==> src/rtl/cmp_search_sar.sv <==
// Successive-approximation controller that binary-searches the unknown `b` operand of an
// external magnitude comparator. Optional macro CMP_SEARCH_SETTLE_EN adds a settle cycle per compare.
module cmp_search_sar #(
  parameter int WIDTH = 4,
  parameter int PCW   = $clog2(WIDTH + 2)
) (
  input  logic             clk,
  input  logic             rst_n,
  input  logic             start,
  input  logic             cmp_lt,
  input  logic             cmp_eq,
  input  logic             cmp_gt,
  output logic [WIDTH-1:0] trial,
  output logic             busy,
  output logic             done,
  output logic [WIDTH-1:0] result,
  output logic             err,
  output logic [PCW-1:0]   probes
);

  // Handshake: start is a level sampled only in IDLE; done is a one-cycle pulse after the
  // final compare, and result/err/probes stay valid from then until the next accepted start.

  typedef enum logic [1:0] {
    IDLE   = 2'd0,
    SETTLE = 2'd1,
    PROBE  = 2'd2
  } state_t;

  localparam logic [WIDTH:0]   RANGE_MAX = {1'b0, {WIDTH{1'b1}}};
  localparam logic [WIDTH-1:0] TRIAL_MAX = {WIDTH{1'b1}};
  localparam logic [WIDTH-1:0] TRIAL_MID = {1'b0, {(WIDTH-1){1'b1}}};

`ifdef CMP_SEARCH_SETTLE_EN
  localparam state_t COMPARE_ST = SETTLE;
`else
  localparam state_t COMPARE_ST = PROBE;
`endif

  state_t           state, state_n;
  logic [WIDTH:0]   lo, lo_n, hi, hi_n;
  logic [WIDTH:0]   mid_sum;
  logic [WIDTH-1:0] trial_n, result_n;
  logic [PCW-1:0]   probes_n;
  logic             busy_n, done_n, err_n;
  logic             hit, fail;

  always_ff @(posedge clk or negedge rst_n) begin
    if (!rst_n) begin
      state  <= IDLE;
      lo     <= '0;
      hi     <= RANGE_MAX;
      trial  <= '0;
      result <= '0;
      probes <= '0;
      busy   <= 1'b0;
      done   <= 1'b0;
      err    <= 1'b0;
    end else begin
      state  <= state_n;
      lo     <= lo_n;
      hi     <= hi_n;
      trial  <= trial_n;
      result <= result_n;
      probes <= probes_n;
      busy   <= busy_n;
      done   <= done_n;
      err    <= err_n;
    end
  end

  always_comb begin
    state_n  = state;
    lo_n     = lo;
    hi_n     = hi;
    trial_n  = trial;
    result_n = result;
    probes_n = probes;
    busy_n   = busy;
    done_n   = 1'b0;
    err_n    = err;
    hit      = 1'b0;
    fail     = 1'b0;
    mid_sum  = '0;

    case (state)
      IDLE: begin
        if (start) begin
          lo_n     = '0;
          hi_n     = RANGE_MAX;
          trial_n  = TRIAL_MID;
          busy_n   = 1'b1;
          err_n    = 1'b0;
          probes_n = '0;
          state_n  = COMPARE_ST;
        end
      end

      SETTLE: state_n = PROBE;

      PROBE: begin
        probes_n = probes + 1'b1;
        case ({cmp_lt, cmp_eq, cmp_gt})
          3'b010: hit = 1'b1;
          3'b100: begin
            // A trial already at the top of the range cannot be below the key.
            if (trial == TRIAL_MAX) fail = 1'b1;
            else lo_n = {1'b0, trial} + 1'b1;
          end
          3'b001: begin
            if (trial == '0) fail = 1'b1;
            else hi_n = {1'b0, trial} - 1'b1;
          end
          default: fail = 1'b1;
        endcase

        // An empty window means the flags contradicted earlier answers.
        if (!hit && !fail && (lo_n > hi_n)) fail = 1'b1;

        if (hit) begin
          result_n = trial;
          done_n   = 1'b1;
          busy_n   = 1'b0;
          state_n  = IDLE;
        end else if (fail) begin
          err_n   = 1'b1;
          done_n  = 1'b1;
          busy_n  = 1'b0;
          state_n = IDLE;
        end else begin
          mid_sum = lo_n + hi_n;
          trial_n = mid_sum[WIDTH:1];
          state_n = COMPARE_ST;
        end
      end

      default: state_n = IDLE;
    endcase
  end

endmodule

==> config.mk <==
export PLATFORM = sky130hd
export DESIGN_NAME = cmp_search_sar
export DESIGN_NICKNAME = d
export VERILOG_FILES = /design/src/rtl/cmp_search_sar.sv
export SDC_FILE = /design/constraint.sdc
export NUM_CORES = 1
export LEC_CHECK = 0
export CAP_MARGIN = 20
export CORE_MARGIN = 2
export CORE_UTILIZATION = 30
export CTS_CLUSTER_DIAMETER = 60
export DETAILED_ROUTE_END_ITERATION = 12
export PLACE_DENSITY = 0.51
export RECOVER_POWER = 100
export SYNTH_ARGS = -nofsm -noshare
export SYNTH_HDL_FRONTEND = slang
export SYNTH_SLANG_ARGS = --single-unit
==> constraint.sdc <==
create_clock -name clk -period 4.9 [get_ports clk]
set_input_delay 0.49 -clock clk [delete_from_list [all_inputs] [get_ports clk]]
set_output_delay 0.49 -clock clk [all_outputs]
set_load 0.005 [all_outputs]
==> results, run 1 <==
- For this run, the register share of the synthesized area comes to between 40% and 50%.
- The number of buffers inserted by hold repair at cts is 0.
- The critical-path maximum fanout is 10.
- The ratio of total power to cell area is roughly 330 mW/mm2.
- Clock latency on the worst-skew pair, taken at its later pin, is between 200 and 300 ps.
- The overall die width is about 75 um.
- The number of flops mapped to enable cells by yosys is 0.
- The clock-pin slew reported for the worst setup and hold paths after clock tree synthesis is ~90 ps.
- The worst pin sits at a relative slew slack of about 5.0%.
- The number of resized instances in the post-cts repair step is 0.
- The clock network accounts for between 20% and 30% of the total power.
- The tree is rooted in a clkbuf_8.
- At the end of routability-driven placement, the weighted congestion stood at around 0.83.
- The sum of negative setup slack is 0 ps.
- The first detailed-routing pass took 4 iterations.
- VDD sags by at most 0.00009244 V.
- The path type of the worst min-delay path is register to register.
- The final HPWL from detailed placement is approximately 2.5 mm.
- In the final layout, the share of cells above drive strength 1 is around a tenth.
- The antenna cell count is 0.
- The number of warnings reported in the yosys synthesis log is 0.
- The design draws just under 0.6 mW.
- Entering global routing, the biggest net connects 26 pins.
- The final hold violation count was 0.
- The cell area after technology mapping is 0.001496 mm2.
- The origin of the worst min-delay path is lo[4].
- Data arrives at the worst endpoint at between 4000 and 5000 ps.
- The critical path ends at trial[1].
- The total wire length after detailed routing is about 3.4 mm.
- The number of global-route vias before repair is 1173.
- The number of nets in the finished design is roughly 190.
- The kind of end point of the critical path is a register.
- The routed length per instance is 14.65 um.
- The cell count after synthesis came out at ~150.
- Global routing used ~14% of the available tracks across all layers.
- The final critical path takes up between 80% and 90% of the cycle.
- The region available for standard cell placement spans approximately 0.0048 mm2.
- Counting cells, the worst reg-to-reg path comes to 12.
- The share of total power dissipated in sequential elements is between 40 and 50%.
- The leakage dissipation is about 0.82 nW.
- The run finished with clean final reports.
- The y dimension of the die is about 75 um.
- The net switching power of the design is around 0.19 mW.
- The timing startpoint of the critical path is cmp_lt.
- The number of H-tree levels is 1.
- The worst setup path is of the input port to register kind.
- The first global-routing pass estimated 5.761 mm of wire.
- The reported max-cap violation count is 0.
- The routed design could run at a clock period as short as approximately 4200 ps.
- Across the routed clock network, the largest skew measured is between 2 and 2.5 ps.
- The final-report max-slew violation count came to 0.
- The via density per instance is just under 5.
- The mean post-synth cell area is roughly 10 um2.
- The number of synthesized register bits is 25.
- The minimum setup slack among reg-to-reg paths is roughly 790 ps.
- The area of the die is 0.005569 mm2.
- After global routing the overflow that remains totals 0.
- Once the floorplan was initialized, standard cells occupied approximately a third of the core.
- The synthesized net count is 167.
- The number of sinks on the clock net is 25.
- The via count of the routed design is 1122.
- The net switching share of the total power is 32.20%.
- Timing would allow up to approximately 0.24 GHz.
- The sort of element at the start of the critical path is an input port.
- The required time reported for the critical path endpoint is ~5100 ps.
- TritonCTS built the clock tree.
- The endpoint identified for the worst register-to-register timing path is trial[1].
- Compared with the post-synthesis result, the final layout area differs by 18.48%.
- The number of setup violations in the final report is 0.
- Once detail routing completed, the nets flagged for antenna violations numbered 0.
- The floorplan has 25 rows.
- The slew at the pin with the worst max-slew slack is around 1400 ps.
- The detailed router finished its first iteration with 87 violations.
- Setup repair after global routing left no endpoint under its margin.
- The number of antenna violations at the first check in global routing came to 0.
- Buffers added to address setup during post-CTS repair amount to 0.
- The launch instance of the worst register-to-register path is trial[0].
- The number of buffers created by CTS is 3.
- The post-synthesis cell type count is 43.
- 20 I/O pins were placed.
- In the synthesized netlist the async set-or-reset flop fraction comes to 100.0%.
- The maximum clock insertion buffer count is 2.
- The number of port buffers is 19.
- Combinational logic burns 30.5% of the power.
- The internal power of the cells totals slightly below 0.4 mW.
- In the synthesized netlist the dominant register cell turns out to be dfrtp_1.
- After detailed routing, the number of remaining DRC violations is 0.
==> layer usage <==
metal	vias up	wire, um	global-route usage, %	part of all wire [%]
met4	0	75	5.952	2.2
met2	19	1674	23.30	49
met5	-	0	0	0
met1	545	1575	17.70	46
met3	6	87	2.410	2.5
li1	552	-	-	-
==> cells in the mapped netlist, types with 2 or more instances <==
cell / number / area (um2)
a21o_1: 3 / 22.52
a21oi_1: 9 / 45.04
and3_1: 2 / 12.51
clkbuf_1: 4 / 15.01
dfrtp_1: 21 / 525.5
dfstp_2: 4 / 105.1
ha_1: 12 / 150.1
inv_1: 12 / 45.04
mux2_2: 4 / 45.04
mux2i_1: 4 / 40.04
nand2_1: 10 / 37.54
nand3_1: 3 / 15.01
nor2_1: 12 / 45.04
nor2b_1: 2 / 12.51
nor3_1: 4 / 20.02
nor3b_1: 3 / 22.52
o211a_1: 2 / 20.02
o21ai_0: 8 / 40.04
xnor2_1: 3 / 26.28
xor2_1: 3 / 26.28
==> power groups by stage <==
stage | combinational [mW] | clock [mW] | sequential [mW]
finish | 0.177 | 0.125 | 0.278
global route | 0.200 | 0.138 | 0.285
CTS | 0.194 | 0.128 | 0.281
detailed placement | 0.193 | 0 | 0.285
global placement | 0.189 | 0 | 0.283
floorplan | 0.115 | 0 | 0.269
==> flip-flops by register name, indices dropped and copies added (netlist names) <==
| name | cells |
|---|---|
| hi | 5 |
| result | 4 |
| lo | 5 |
| err | 1 |
| probes | 3 |
| trial | 4 |
| busy | 1 |
| state | 1 |
| done | 1 |
==> cell families (layout without fill, tap and decap cells) <==
family / Yosys count / count (layout) / share of synthesized area, %
XOR/XNOR: 6 / 6 / 3.512
multiplexers: 9 / 9 / 6.605
adder cells (fa/ha/maj): 13 / 13 / 11.37
buffers and inverters: 18 / 36 / 5.099
AO/OA/AOI/OAI: 35 / 35 / 17.31
flip-flops: 25 / 25 / 42.14
AND/OR/NAND/NOR: 42 / 42 / 13.96
==> cell usage in the layout, fill, tap and decap left out, drive strengths merged, types with 2 or more instances in the layout <==
cell type and count:
dfstp 4, nor3b 3, nor2 12, clkdlybuf4s50 2, ha 12, mux2 4, a21oi 9, dlygate4sd3 17
mux2i 5, a31o 2, and3 2, a21o 3, o21ai 8, xor2 3, nand2 10, dfrtp 21
o211a 2, xnor2 3, inv 12, nor3 4, nor2b 2, clkbuf 4, and2 2, o31ai 2
nand3 3
==> worst min path at each step <==
stage / to / slack (ps) / cells past startpoint
global placement: lo[4] / 490 / 1
floorplan: busy / 190 / 0
CTS: lo[4] / 510 / 1
finish: lo[4] / 500 / 1
global route: lo[4] / 530 / 1
detailed placement: lo[4] / 480 / 1
==> layout make-up <==
class,count,area (um2)
clock buffer,3,41.29
clock inverter,1,5.005
inverter,12,45.04
tap,67,83.83
fill,485,2982
multi-input combinational,105,773.2
timing repair buffer,20,193.9
sequential,25,630.6
==> stage by stage <==
stage	util, %	area (um2)	hold slack [ps]	setup WS, ps	cells
final	37.29	1773	501.2	713.9	233
after global routing	37.29	1773	525.7	383.0	233
after global placement	36.74	1747	486.0	931.7	229
after floorplan	-	1496	194.4	1592	148
after CTS	37.71	1793	505.2	1005	233
after detailed placement	36.74	1747	484.5	844.1	229
==> worst max-delay path, stage by stage <==
cell and delay, ps:
dlygate4sd3_1 560, nor3b_1 460, o31ai_2 300, a21oi_1 420, inv_1 90, ha_1 300, or4b_1 540, o32a_2 220
a211oi_1 720, mux2i_1 270
Power figures use the tool's default switching activity.
==> inputs of run 2 (changes only) <==
--- a/config.mk
+++ b/config.mk
@@ -12,6 +12,7 @@
 export DETAILED_ROUTE_END_ITERATION = 12
 export PLACE_DENSITY = 0.51
 export RECOVER_POWER = 100
+export SLEW_MARGIN = 5
 export SYNTH_ARGS = -nofsm -noshare
 export SYNTH_HDL_FRONTEND = slang
 export SYNTH_SLANG_ARGS = --single-unit
==> results of run 2 <==
Final layout, timing and power as in run 1 (identical DEF).
==> inputs of run 3 (changes only) <==
--- a/config.mk
+++ b/config.mk
@@ -12,7 +12,6 @@
 export DETAILED_ROUTE_END_ITERATION = 12
 export PLACE_DENSITY = 0.51
 export RECOVER_POWER = 100
-export SLEW_MARGIN = 5
 export SYNTH_ARGS = -nofsm -noshare
 export SYNTH_HDL_FRONTEND = slang
 export SYNTH_SLANG_ARGS = --single-unit
==> results of run 3 <==
Final layout, timing and power as in run 1 (identical DEF).
